$ cat config.mk
export PLATFORM = sky130hd
export DESIGN_NAME = mult_batch_engine
export DESIGN_NICKNAME = d
export VERILOG_FILES = /design/src/rtl/mult_batch_pkg.sv /design/src/rtl/mult_batch_engine_sync_fifo.sv /design/src/rtl/mult_batch_engine.sv
export SDC_FILE = /design/constraint.sdc
export NUM_CORES = 1
export LEC_CHECK = 0
export CAP_MARGIN = 20
export CORE_ASPECT_RATIO = 0.9
export CORE_MARGIN = 2
export CORE_UTILIZATION = 50
export DETAILED_ROUTE_END_ITERATION = 12
export DONT_BUFFER_PORTS = 1
export PLACE_DENSITY_LB_ADDON = 0.15
export SLEW_MARGIN = 20
export SYNTH_ARGS = -nofsm -noshare
export SYNTH_HDL_FRONTEND = slang
export SYNTH_HIERARCHICAL = 1
export SYNTH_SLANG_ARGS = --single-unit
export TNS_END_PERCENT = 50
$ cat constraint.sdc
create_clock -name CLK -period 10.4 [get_ports CLK]
set_clock_uncertainty 0.2 [all_clocks]
set_input_delay 1.56 -clock CLK [delete_from_list [all_inputs] [get_ports CLK]]
set_output_delay 1.56 -clock CLK [all_outputs]
set_load 0.02 [all_outputs]
$ cat src/rtl/mult_batch_pkg.sv
// Shared types and constants for the batch multiplier engine.
package mult_batch_pkg;

    localparam int unsigned DEF_DW    = 8;
    localparam int unsigned DEF_DEPTH = 8;
    localparam int unsigned DEF_CW    = 8;

    typedef enum logic [1:0] {
        S_IDLE   = 2'd0,
        S_INPUT  = 2'd1,
        S_EXEC   = 2'd2,
        S_OUTPUT = 2'd3
    } state_t;

    // Ceiling log2, usable in constant expressions for pointer widths.
    function automatic int unsigned clog2(input int unsigned value);
        int unsigned result;
        result = 0;
        for (int i = 0; i < 32; i++) begin
            if ((longint'(1) << i) < longint'(value)) begin
                result = unsigned'(i + 1);
            end
        end
        return result;
    endfunction

endpackage

$ cat src/rtl/mult_batch_engine_sync_fifo.sv
// Synchronous FIFO with wrap-bit pointers, synchronous flush and
// first-word-fall-through read data.
module sync_fifo
    import mult_batch_pkg::*;
#(
    parameter int unsigned WIDTH = 16,
    parameter int unsigned DEPTH = 8
) (
    input  logic                    CLK,
    input  logic                    RST,
    input  logic                    CLR,
    input  logic                    WR,
    input  logic                    RD,
    input  logic [WIDTH-1:0]        DIN,
    output logic [WIDTH-1:0]        DOUT,
    output logic                    FULL,
    output logic                    EMPTY,
    output logic [clog2(DEPTH):0]   COUNT
);

    localparam int unsigned AW = clog2(DEPTH);
    localparam int unsigned PW = AW + 1;

    logic [WIDTH-1:0] mem [DEPTH];
    logic [PW-1:0]    wr_ptr;
    logic [PW-1:0]    rd_ptr;
    logic             wr_en;
    logic             rd_en;

    assign wr_en = WR & ~FULL & ~CLR;
    assign rd_en = RD & ~EMPTY & ~CLR;

    assign EMPTY = (wr_ptr == rd_ptr);
    assign FULL  = (wr_ptr[AW] != rd_ptr[AW]) && (wr_ptr[AW-1:0] == rd_ptr[AW-1:0]);
    assign COUNT = wr_ptr - rd_ptr;
    assign DOUT  = mem[rd_ptr[AW-1:0]];

    always_ff @(posedge CLK or posedge RST) begin
        if (RST) begin
            wr_ptr <= '0;
            rd_ptr <= '0;
        end else if (CLR) begin
            wr_ptr <= '0;
            rd_ptr <= '0;
        end else begin
            if (wr_en) wr_ptr <= wr_ptr + PW'(1);
            if (rd_en) rd_ptr <= rd_ptr + PW'(1);
        end
    end

    // Storage carries no reset; validity is tracked by the pointers alone.
    always_ff @(posedge CLK) begin
        if (wr_en) mem[wr_ptr[AW-1:0]] <= DIN;
    end

endmodule

$ cat src/rtl/mult_batch_engine.sv
// Batch multiplier engine: collect DEPTH operand pairs, multiply, drain products.
// Define MULT_BATCH_SIGNED_EN for two's-complement operands (default: unsigned).
module mult_batch_engine
    import mult_batch_pkg::*;
#(
    parameter int unsigned DW    = DEF_DW,
    parameter int unsigned DEPTH = DEF_DEPTH,
    parameter int unsigned CW    = DEF_CW
) (
    input  logic            CLK,
    input  logic            RST,
    input  logic            START,
    input  logic            HALT,
    input  logic [DW-1:0]   A,
    input  logic [DW-1:0]   B,
    input  logic            ACK,
    output logic            REQ_AB,
    output logic [2*DW-1:0] X,
    output logic            X_VALID,
    input  logic            X_RDY,
    output logic            BUSY,
    output logic            DONE,
    output logic            OVER,
    output logic [CW-1:0]   BATCH_CNT
);

    localparam int unsigned PW = 2 * DW;
    localparam int unsigned AW = clog2(DEPTH);
    localparam int unsigned NW = AW + 1;
    localparam logic [NW-1:0] CNT_FULL = NW'(DEPTH);
    localparam logic [NW-1:0] CNT_LAST = NW'(DEPTH - 1);

    state_t        state;
    state_t        state_nxt;

    logic          fifo_clr;
    logic          in_wr;
    logic          in_rd;
    logic          in_full;
    logic          in_empty;
    logic [NW-1:0] in_count;
    logic [PW-1:0] in_dout;

    logic          out_wr;
    logic          out_rd;
    logic          out_full;
    logic          out_empty;
    logic [NW-1:0] out_count;
    logic [PW-1:0] out_dout;

    logic          stg_valid;
    logic [PW-1:0] stg_x;
    logic [PW-1:0] op_a_ext;
    logic [PW-1:0] op_b_ext;
    logic [PW-1:0] prod_c;

    logic          accept_c;
    logic          load_c;
    logic          last_accept_c;
    logic          drop_c;
    logic          halt_c;

    assign REQ_AB = (state == S_INPUT) & ~in_full & ~ACK;

    sync_fifo #(.WIDTH(PW), .DEPTH(DEPTH)) u_in_fifo (
        .CLK   (CLK),
        .RST   (RST),
        .CLR   (fifo_clr),
        .WR    (in_wr),
        .RD    (in_rd),
        .DIN   ({A, B}),
        .DOUT  (in_dout),
        .FULL  (in_full),
        .EMPTY (in_empty),
        .COUNT (in_count)
    );

    sync_fifo #(.WIDTH(PW), .DEPTH(DEPTH)) u_out_fifo (
        .CLK   (CLK),
        .RST   (RST),
        .CLR   (fifo_clr),
        .WR    (out_wr),
        .RD    (out_rd),
        .DIN   (stg_x),
        .DOUT  (out_dout),
        .FULL  (out_full),
        .EMPTY (out_empty),
        .COUNT (out_count)
    );

    // Operands widened to the product width so one multiply serves both modes.
    always_comb begin
`ifdef MULT_BATCH_SIGNED_EN
        op_a_ext = {{DW{in_dout[PW-1]}}, in_dout[PW-1:DW]};
        op_b_ext = {{DW{in_dout[DW-1]}}, in_dout[DW-1:0]};
`else
        op_a_ext = {{DW{1'b0}}, in_dout[PW-1:DW]};
        op_b_ext = {{DW{1'b0}}, in_dout[DW-1:0]};
`endif
        prod_c = op_a_ext * op_b_ext;
    end

    always_ff @(posedge CLK or posedge RST) begin
        if (RST) state <= S_IDLE;
        else     state <= state_nxt;
    end

    // Next state and per-cycle datapath strobes; HALT overrides everything last.
    always_comb begin
        state_nxt     = state;
        fifo_clr      = 1'b0;
        in_wr         = 1'b0;
        in_rd         = 1'b0;
        out_wr        = 1'b0;
        out_rd        = 1'b0;
        load_c        = 1'b0;
        last_accept_c = 1'b0;
        accept_c      = X_VALID & X_RDY;
        drop_c        = ACK & ((state != S_INPUT) | in_full);
        halt_c        = HALT & (state != S_IDLE);

        case (state)
            S_IDLE: begin
                fifo_clr = 1'b1;
                if (START) state_nxt = S_INPUT;
            end
            S_INPUT: begin
                in_wr = ACK & ~in_full;
                if (in_count == CNT_FULL) state_nxt = S_EXEC;
            end
            S_EXEC: begin
                // Reserve a slot for the product still sitting in the stage.
                in_rd  = ~in_empty & ((out_count + NW'(stg_valid)) < CNT_FULL);
                out_wr = stg_valid;
                if (out_full | ((out_count == CNT_LAST) & stg_valid)) state_nxt = S_OUTPUT;
            end
            S_OUTPUT: begin
                load_c = ~out_empty & (~X_VALID | X_RDY);
                out_rd = load_c;
                if (accept_c & out_empty) begin
                    last_accept_c = 1'b1;
                    state_nxt     = S_IDLE;
                end
            end
            default: state_nxt = S_IDLE;
        endcase

        if (halt_c) begin
            state_nxt     = S_IDLE;
            fifo_clr      = 1'b1;
            in_wr         = 1'b0;
            in_rd         = 1'b0;
            out_wr        = 1'b0;
            out_rd        = 1'b0;
            load_c        = 1'b0;
            last_accept_c = 1'b0;
        end
    end

    always_ff @(posedge CLK or posedge RST) begin
        if (RST) begin
            stg_valid <= 1'b0;
            stg_x     <= '0;
            X         <= '0;
            X_VALID   <= 1'b0;
            BUSY      <= 1'b0;
            DONE      <= 1'b0;
            OVER      <= 1'b0;
            BATCH_CNT <= '0;
        end else begin
            stg_valid <= in_rd;
            if (in_rd) stg_x <= prod_c;

            if (halt_c) begin
                X_VALID <= 1'b0;
            end else if (load_c) begin
                X       <= out_dout;
                X_VALID <= 1'b1;
            end else if (accept_c) begin
                X_VALID <= 1'b0;
            end

            BUSY <= (state_nxt != S_IDLE);
            DONE <= last_accept_c;
            if (drop_c)        OVER      <= 1'b1;
            if (last_accept_c) BATCH_CNT <= BATCH_CNT + CW'(1);
        end
    end

endmodule

After elaboration in Yosys (flattened, before gate mapping)
Memories as Yosys holds them, arrays and structs flattened. A register that Yosys moved wholly into a read port is not among the register bits.
Cells that the tools add are included.
{"block": "word_totals", "ramBits": 256, "input_bits": 22, "memories": 2, "elab_cells": 110, "register_bits": 47}
{"block": "classes", "add_sub_neg": 8, "n_bitwise": 29, "n_mul": 1, "n_reduce_logical": 11, "order_cmp": 1, "eq_ne": 12, "mux": 34}
{"name": "u_in_fifo.mem", "depth": 8, "width": 16, "read_ports": 1, "rd_ports_with_merged_regs": 0, "wr": 1, "line_no": "mult_batch_engine_sync_fifo.sv:24", "text": "logic [WIDTH-1:0] mem [DEPTH];"}
{"name": "u_out_fifo.mem", "depth": 8, "width": 16, "read_ports": 1, "rd_ports_with_merged_regs": 1, "wr": 1, "line_no": "mult_batch_engine_sync_fifo.sv:24"}
{"cell": "4-bit two-way mux", "n": 8}
{"cell": "1-bit two-way mux", "n": 20}
{"cell": "1-bit AND", "n": 18}
{"cell": "4-bit by 1-bit adder with 4-bit output (second input constant)", "n": 4}
{"cell": "8-bit by 8-bit multiplier with 16-bit output", "n": 1}
{"cell": "2-bit nonzero test", "n": 6}
{"cell": "2-bit two-way mux", "n": 5}
{"cell": "8-bit by 1-bit adder with 8-bit output (second input constant)", "n": 1}
{"cell": "4-bit equality test", "n": 2}
{"cell": "1-bit inverter", "n": 8}
{"cell": "2-bit case mux with 4 select lines", "n": 1}
{"cell": "4-bit subtractor", "n": 2}
{"cell": "3-bit equality test", "n": 2}
{"cell": "4-bit by 1-bit adder with 4-bit output", "n": 1}
{"cell": "2-bit equality test (second input constant)", "n": 2}
{"cell": "4-bit by 3-bit equality test with 1-bit output (second input constant)", "n": 1}
{"cell": "4-bit equality test (second input constant)", "n": 1}
{"cell": "4-bit < comparator (second input constant)", "n": 1}
{"cell": "1-bit OR", "n": 3}
{"cell": "3-bit nonzero test", "n": 1}
{"cell": "2-bit by 1-bit equality test with 1-bit output (second input constant)", "n": 1}
{"cell": "1-bit logical AND", "n": 2}
{"cell": "2-bit zero test", "n": 1}
{"cell": "1-bit != test", "n": 2}
{"cell": "2 further kinds", "n": 2}

Longest topological paths before layout
Gate-level depths: netlist of the first run.
{"block": "depth", "depth_word": 10, "mapped_depth": 21}

By module
Netlist of the first run, hierarchy kept.
{"module": "sync_fifo", "area_each_um2": 5441.5, "seq_area_each_um2": 4043.9, "instances": 2, "cells_per_inst": 290}
{"module": "mult_batch_engine", "area_each_um2": 4015.1, "seq_area_each_um2": 1176.1, "instances": 1, "cells_per_inst": 436}

Worst setup path after synthesis of the first run
Ideal clock, no wire load.
{"block": "synth_timing", "path_kind": "reg-to-reg", "start": "reg u_in_fifo.rd_ptr[0]", "end": "reg stg_x[10]", "n_path_buf": 2, "slack_ns": 4.985, "arrival_ns": 5.089, "path_stages_with_launch": 20, "setup_ns": 0.126, "path_cell_list": "dfrtp_1 > buf_2 > buf_6 > mux4_2 > nand2_1 > nand2_1 > nand2_1 > fa_1 > fa_1 > inv_1 > fa_1 > inv_1 > fa_1 > inv_1 > ha_1 > nand2_1 > or3_1 > and2_0 > o2111a_1 > a221o_1"}
{"block": "synth_via", "word_cells_on_any_way": 7, "classes_between": "mul (1); eq/ne (1); mux (2); bitwise (2); memory (1)"}
{"element": "start: declaration", "line_no": "mult_batch_engine_sync_fifo.sv:26", "text": "logic [PW-1:0] rd_ptr;"}
{"element": "start signal: assignment", "line_no": "mult_batch_engine_sync_fifo.sv:47", "text": "if (rd_en) rd_ptr <= rd_ptr + PW'(1);"}
{"element": "memory read 8 x 16 bit"}
{"element": "via in_dout[6]", "line_no": "mult_batch_engine.sv:42", "text": "logic [PW-1:0] in_dout;"}
{"element": "8-bit by 8-bit multiplier with 16-bit output", "line_no": "mult_batch_engine.sv:100", "text": "prod_c = op_a_ext * op_b_ext;"}
{"element": "end signal: assignment", "line_no": "mult_batch_engine.sv:172", "text": "if (in_rd) stg_x <= prod_c;"}
{"element": "end: declaration", "line_no": "mult_batch_engine.sv:52", "text": "logic [PW-1:0] stg_x;"}
The timed path passes the listed nets, and every way through them passes these cells.
A chain may end at the register's enable or synchronous reset.

Final worst setup path of the first run
Ends and elaborated chain as after synthesis.

==> flow_summary.ini, run 1 <==
[run_status]
status = complete, no violations

[critical_path]
critPathArrivalTime_ns = 6.25
required_ns = 10.58
crit_fanout = 30
path_class = flop to flop
cp-start-kind = flop
cp-end-kind = flop

[placed_design]
place_area_sq_um = 15360
io_buffer_count = 0
gp_congestion = 0.7578
hpwl_microns = 17650

[clock_tree]
clk_path_buf_depth = 3
clk_pin_slew_ns = 0.06
clock-sinks = 319
clk_latency_ns = 0.50
cts_hold_buf = 0
root_buffer = clkbuf_16
cts_resized = 0
cts_tree = yes
cts_buffers = 34
cts_setup_buffers = 0
htree_num_levels = 2

[pwr]
finalPower_mw = 2.727
seqPwrFrac_pct = 51.5
power_switching_uw = 548.2
clkPwrFrac_pct = 44.7
combinationalPowerShare_pct = 3.9
switching_share_pct = 20.11
p_int_mw = 2.178
peakVddDrop_mv = 0.1691
leakagePower_nw = 6.284
power_density_nw_per_um2 = 165.3

[layout]
post-route-util_pct = 56.71
post-route-cell-area_sq_um = 16490
drive_gt1_share_pct = 15.52
n_antenna_cell = 0
final_nets = 1145
area_delta_synth_final_pct = 10.71

[yosys]
synth_top_area_share_pct = 51.60
synth_cell_types = 56
ys.flop_type = edfxtp_1
syn_area_sq_um = 14900
synth-seq-cells = 319
synth_top_area_cell = edfxtp_1
async_flop_share_pct = 19.75
synth_cells = 1016
synth_edf_count = 256
synthTopCellsByArea = edfxtp_1 (52%), dfrtp_1 (11%), mux4_2 (9.7%), fa_1 (5.1%), nand2_1 (4.8%)
yosysSeqAreaShare_pct = 62.18
synth_nets = 1123
yosysWarningCount = 6
postSynthAreaPerCell_sq_um = 14.66

[global_routing]
grt_usage_pct = 19.15
overflow = 0
grt_max_degree = 44
antenna_found_initial = 0
grt_pass1_wl_microns = 46000
grt_pass1_vias = 8299

[routing]
remaining_drc_errors = 0
first_iter_violations = 424
postRouteAntennaNets = 0
vias = 7830
drt-pass1-iter-count = 4
vias_per_cell = 5.367
wirelength_microns = 27990
wl_per_cell_microns = 19.18

[timing]
worstMarginPinSlew_ns = 0.8679
slew_viol_final = 0
relSlewSlack_pct = 42.14
clock.fmax_ghz = 0.1647
finalCriticalPeriod_ns = 6.072
rsz0062_at_grt = false
hold_slack_ns = 0.4046
fin_crit_sh_pct = 58.38
hold_violations = 0
fin_setup_tns_ns = 0
setup_viol = 0

[die]
die_area_sq_um = 31190
rows = 59
start_util_pct = 51.22
dieWidth_microns = 186.0
core_sq_um = 29090
die_h_microns = 167.8
ios = 51

[flow_run]
maxCapViolCount = 0

[hold_path]
hold_class = flop to flop
-- per-stage QoR --
step                std cells  setup slack [ns]
finish                   1459             4.328
global route             1459             3.990
CTS                      1459             4.293
detailed placement       1398             4.326
global placement         1398             4.392
floorplan                1016             4.985
-- worst max-delay path, stage by stage (launching register included) --
cell and delay, ns:
dfrtp_2 0.45, buf_4 0.53, mux4_2 0.59, nand2_1 0.08, nand2_1 0.21, and2_1 0.25, fa_1 0.45, fa_1 0.54
inv_1 0.05, fa_1 0.46, fa_1 0.54, inv_1 0.04, ha_1 0.34, nand2_1 0.08, or3_1 0.32, and2_0 0.24
o2111a_1 0.28, a221o_1 0.26
-- routing by layer --
layer	global-route usage, %	vias up	share of wire [%]
met5	0	-	0
met4	5.135	0	1.9
met3	3.415	35	3.7
met2	31.97	139	49
met1	26.05	3961	45
li1	-	3695	-
-- state kept, by name (all words and copies together), names as in the netlist, 8 cells and up --
| signal | flops |
|---|---|
| BATCH_CNT | 8 |
| u_out_fifo/mem | 128 |
| X | 16 |
| stg_x | 16 |
| u_in_fifo/mem | 128 |
-- layout make-up --
type / instances / area [sq um]
clock buffer: 43 / 915.9
clock inverter: 18 / 221.5
fill: 2356 / 12590
inverter: 72 / 270.3
multi-input combinational: 589 / 5159
sequential: 319 / 9266
tap: 396 / 495.5
timing repair buffer: 22 / 165.2
-- power by group through the flow --
| stage | clock, mW | combinational, mW | sequential [mW] |
|---|---|---|---|
| detailed placement | 0 | 0.106 | 1.43 |
| CTS | 1.25 | 0.107 | 1.40 |
| floorplan | 0 | 0.0839 | 1.42 |
| global placement | 0 | 0.104 | 1.43 |
| global route | 1.30 | 0.124 | 1.40 |
| finish | 1.22 | 0.106 | 1.40 |
-- cell usage in the layout (no fill, tap or decap), types with 8 or more instances in the layout --
| cell type | synthesis | routed |
|---|---|---|
| mux4_2 | 64 | 64 |
| inv_1 | 66 | 65 |
| clkbuf_16 | 0 | 35 |
| and2_1 | 55 | 55 |
| xor2_1 | 14 | 14 |
| fa_1 | 38 | 38 |
| buf_4 | 1 | 22 |
| a21oi_1 | 17 | 17 |
| o21ai_0 | 11 | 11 |
| nand2_1 | 190 | 190 |
| dfrtp_1 | 63 | 61 |
| xnor2_1 | 17 | 17 |
| nand4_1 | 8 | 8 |
| ha_1 | 47 | 47 |
| nor2_1 | 41 | 41 |
| edfxtp_1 | 256 | 256 |
-- synth_stat cells, types with 3 or more instances --
library cell,number
buf_2,11
a21o_1,7
a21oi_1,17
o21ai_1,3
ha_1,47
xnor2_1,17
o21ai_0,11
nand2b_1,3
nand2_1,190
nor2_1,41
o211ai_1,6
mux4_2,64
nor3_1,3
edfxtp_1,256
inv_2,6
mux2i_1,4
dfrtp_1,63
or3_4,4
and2_1,55
fa_1,38
and3_1,3
inv_1,66
nand3_1,7
nand4_1,8
o31ai_1,4
o21a_1,4
nor3_2,4
xor2_1,14
clkbuf_1,15
buf_6,7
-- path summary, 6_finish.rpt --
kind / startpoint / end / slack [ns] / depth (start not counted)
min reg2reg: BATCH_CNT[7]$_DFFE_PP0P_ / BATCH_CNT[7]$_DFFE_PP0P_ / 0.40 / 1
min: BATCH_CNT[7]$_DFFE_PP0P_ / BATCH_CNT[7]$_DFFE_PP0P_ / 0.40 / 1
max: u_in_fifo/rd_ptr[0]$_DFFE_PP0P_ / stg_x[10]$_DFFE_PP0P_ / 4.33 / 17
max reg2reg: u_in_fifo/rd_ptr[0]$_DFFE_PP0P_ / stg_x[10]$_DFFE_PP0P_ / 4.33 / 17
max in group asynchronous: RST / X[10]$_DFFE_PP0P_ / 8.63 / 2
min in group asynchronous: RST / X_VALID$_DFFE_PP0P_ / 0.60 / 1
-- logic make-up (layout without fill, tap and decap cells) --
kind of cell | after synthesis | in the layout | share of synthesized area (%)
AOI/OAI and AO/OA | 68 | 68 | 3.040
xor gates and xnor gates | 33 | 33 | 2.041
muxes | 69 | 69 | 10.02
adders and majority gates | 85 | 85 | 9.053
buffers and inverters | 108 | 155 | 3.191
and+or+nand+nor | 334 | 334 | 10.47
DFF | 319 | 319 | 62.18
Power figures use the tool's default switching activity.
==> run 2: changes to the inputs <==
Clock period 10.4 ns to 5.4 ns, I/O delays scaled along.
==> flow_summary.ini, run 2 (same netlist as run 1, synthesis figures left out) <==
[routing]
vias_per_cell = 5.374
vias = 8131
wl_per_cell_microns = 19.04
remaining_drc_errors = 0
first_iter_violations = 493
postRouteAntennaNets = 0
drt-pass1-iter-count = 5
wirelength_microns = 28800

[layout]
multi_input_area_sq_um = 5426
area_delta_synth_final_pct = 16.03
fillers = 2285
register_area_sq_um = 9266
final_common_cell = edfxtp_1
final_nets = 1198
drive_gt1_share_pct = 25.34
n_antenna_cell = 0
final_cell_mix = edfxtp_1 (256), nand2_1 (149), buf_4 (67), mux4_2 (64), inv_1 (62)

[hold_path]
hold_class = input port to flop
worstHoldStart = HALT

[pwr]
seqPwrFrac_pct = 50.1
clkPwrFrac_pct = 45.1
peakVddDrop_mv = 0.3023
switching_share_pct = 20.40
power_density_nw_per_um2 = 312.0
combinationalPowerShare_pct = 4.8
p_int_mw = 4.293
leakagePower_nw = 6.620
power_switching_mw = 1.100

[critical_path]
reg2reg_depth = 19
cpMaxStageDelayCell = dfrtp_2
r2r_start = u_in_fifo/rd_ptr[0]$_DFFE_PP0P_
critPathArrivalTime_ns = 5.48
path_class = flop to flop
reg2reg_to = stg_x[10]$_DFFE_PP0P_
cpMostUsedCell = fa_1
cp-start-kind = flop
crit_family = adder cells
crit_chain = buf_12 > mux4_2 > nand2_2 > nand2_4 > buf_4 > nand2_2 > fa_1 > fa_1 > inv_2 > fa_1 > inv_1 > fa_1 > inv_2 > ha_4 > nand2_1 > or3_1 > and2_4 > o2111a_1 > a221o_1
required_ns = 5.59
crit_fanout = 8
rrSetupSlack_ns = 0.12
cp-endpoint = stg_x[10]$_DFFE_PP0P_
worst-path-stages = 19
cp_num_buf_inv = 5
cp-end-kind = flop
cpPeakStageDelay_ns = 0.51
startpoint = u_in_fifo/rd_ptr[0]$_DFFE_PP0P_

[timing]
hold_violations = 0
slew_viol_final = 0
worstMarginPinSlew_ns = 0.7305
setup_viol = 0
clock.fmax_ghz = 0.1893
hold_slack_ns = 0.1925
fin_crit_sh_pct = 97.81
postLayoutSetupSlackWorst_ns = 0.1184
relSlewSlack_pct = 51.30
finalCriticalPeriod_ns = 5.282
fin_setup_tns_ns = 0

[global_routing]
grt_usage_pct = 18.92
grt_pass1_wl_microns = 45510
grt_pass1_vias = 8266
overflow = 0
grt_max_degree = 45
antenna_found_initial = 0

[run_status]
status = complete, no violations

[placed_design]
hpwl_microns = 18250
io_buffer_count = 0
gp_congestion = 0.7991
pre_cts_slack_ns = -0.002122

[die]
core_sq_um = 29090
rows = 59
start_util_pct = 51.22
die_h_microns = 167.8
die_area_sq_um = 31190
dieWidth_microns = 186.0
ios = 51

[clock_tree]
clk_path_buf_depth = 3
clock-sinks = 319
clk_pin_slew_ns = 0.06
cts_buffers = 35
cts_tree = yes
clk_latency_ns = 0.51
htree_num_levels = 2
root_buffer = clkbuf_16

[flow_run]
maxCapViolCount = 0
==> run 2: how the worst min path moves through the flow <==
stage | end | cells past startpoint | slack, ns
4_1_cts | X_VALID$_DFFE_PP0P_ | 1 | 0.18
3_3_place_gp | OVER$_DFFE_PP0P_ | 1 | 0.36
6_report | X_VALID$_DFFE_PP0P_ | 1 | 0.19
2_1_floorplan | state[1]$_DFF_PP0_ | 1 | 0.33
3_5_place_dp | OVER$_DFFE_PP0P_ | 1 | 0.36
5_1_grt | u_in_fifo/mem[7][1]$_DFFE_PP_ | 0 | 0.17
==> run 2: through the flow <==
stage	power (mW)	util [%]	std cells	cell area [sq um]
2_1_floorplan	2.906	-	1016	14900
3_3_place_gp	2.980	53.75	1430	15630
3_5_place_dp	2.984	53.75	1430	15630
4_1_cts	5.418	57.92	1495	16840
5_1_grt	5.595	59.43	1513	17290
6_report	5.393	59.43	1513	17290
==> run 2: power groups by stage <==
| stage | Combinational [mW] | Clock [mW] | Sequential [mW] |
|---|---|---|---|
| after detailed placement | 0.230 | 0 | 2.75 |
| after global routing | 0.294 | 2.60 | 2.70 |
| after global placement | 0.228 | 0 | 2.75 |
| after CTS | 0.232 | 2.48 | 2.70 |
| after floorplan | 0.162 | 0 | 2.74 |
| final | 0.259 | 2.43 | 2.70 |
==> run 2: final cells by class <==
class / count / area share (%)
sequential: 319 / 53.60
multi-input combinational: 589 / 31.39
clock buffer: 44 / 5.559
timing repair buffer: 74 / 3.670
tap: 396 / 2.866
inverter: 72 / 1.563
clock inverter: 19 / 1.346
==> run 2: timing repair <==
item,4_1_cts,5_1_grt
endpoints found under the hold margin,19,0
setup buffers,1,16
hold buffers,1,0
setup endpoints to repair,2,8
pin swaps,0,35
gates cloned,0,2
gates resized for setup,0,80
==> run 2: metal layers <==
layer  wire length, microns  GRT usage, %  vias to the layer above
li1                       -             -                     3804
met1                  12630         25.52                     4129
met2                  14240         31.58                      161
met3                   1337         3.654                       37
met4                    602         5.169                        0
met5                      0             0                        -
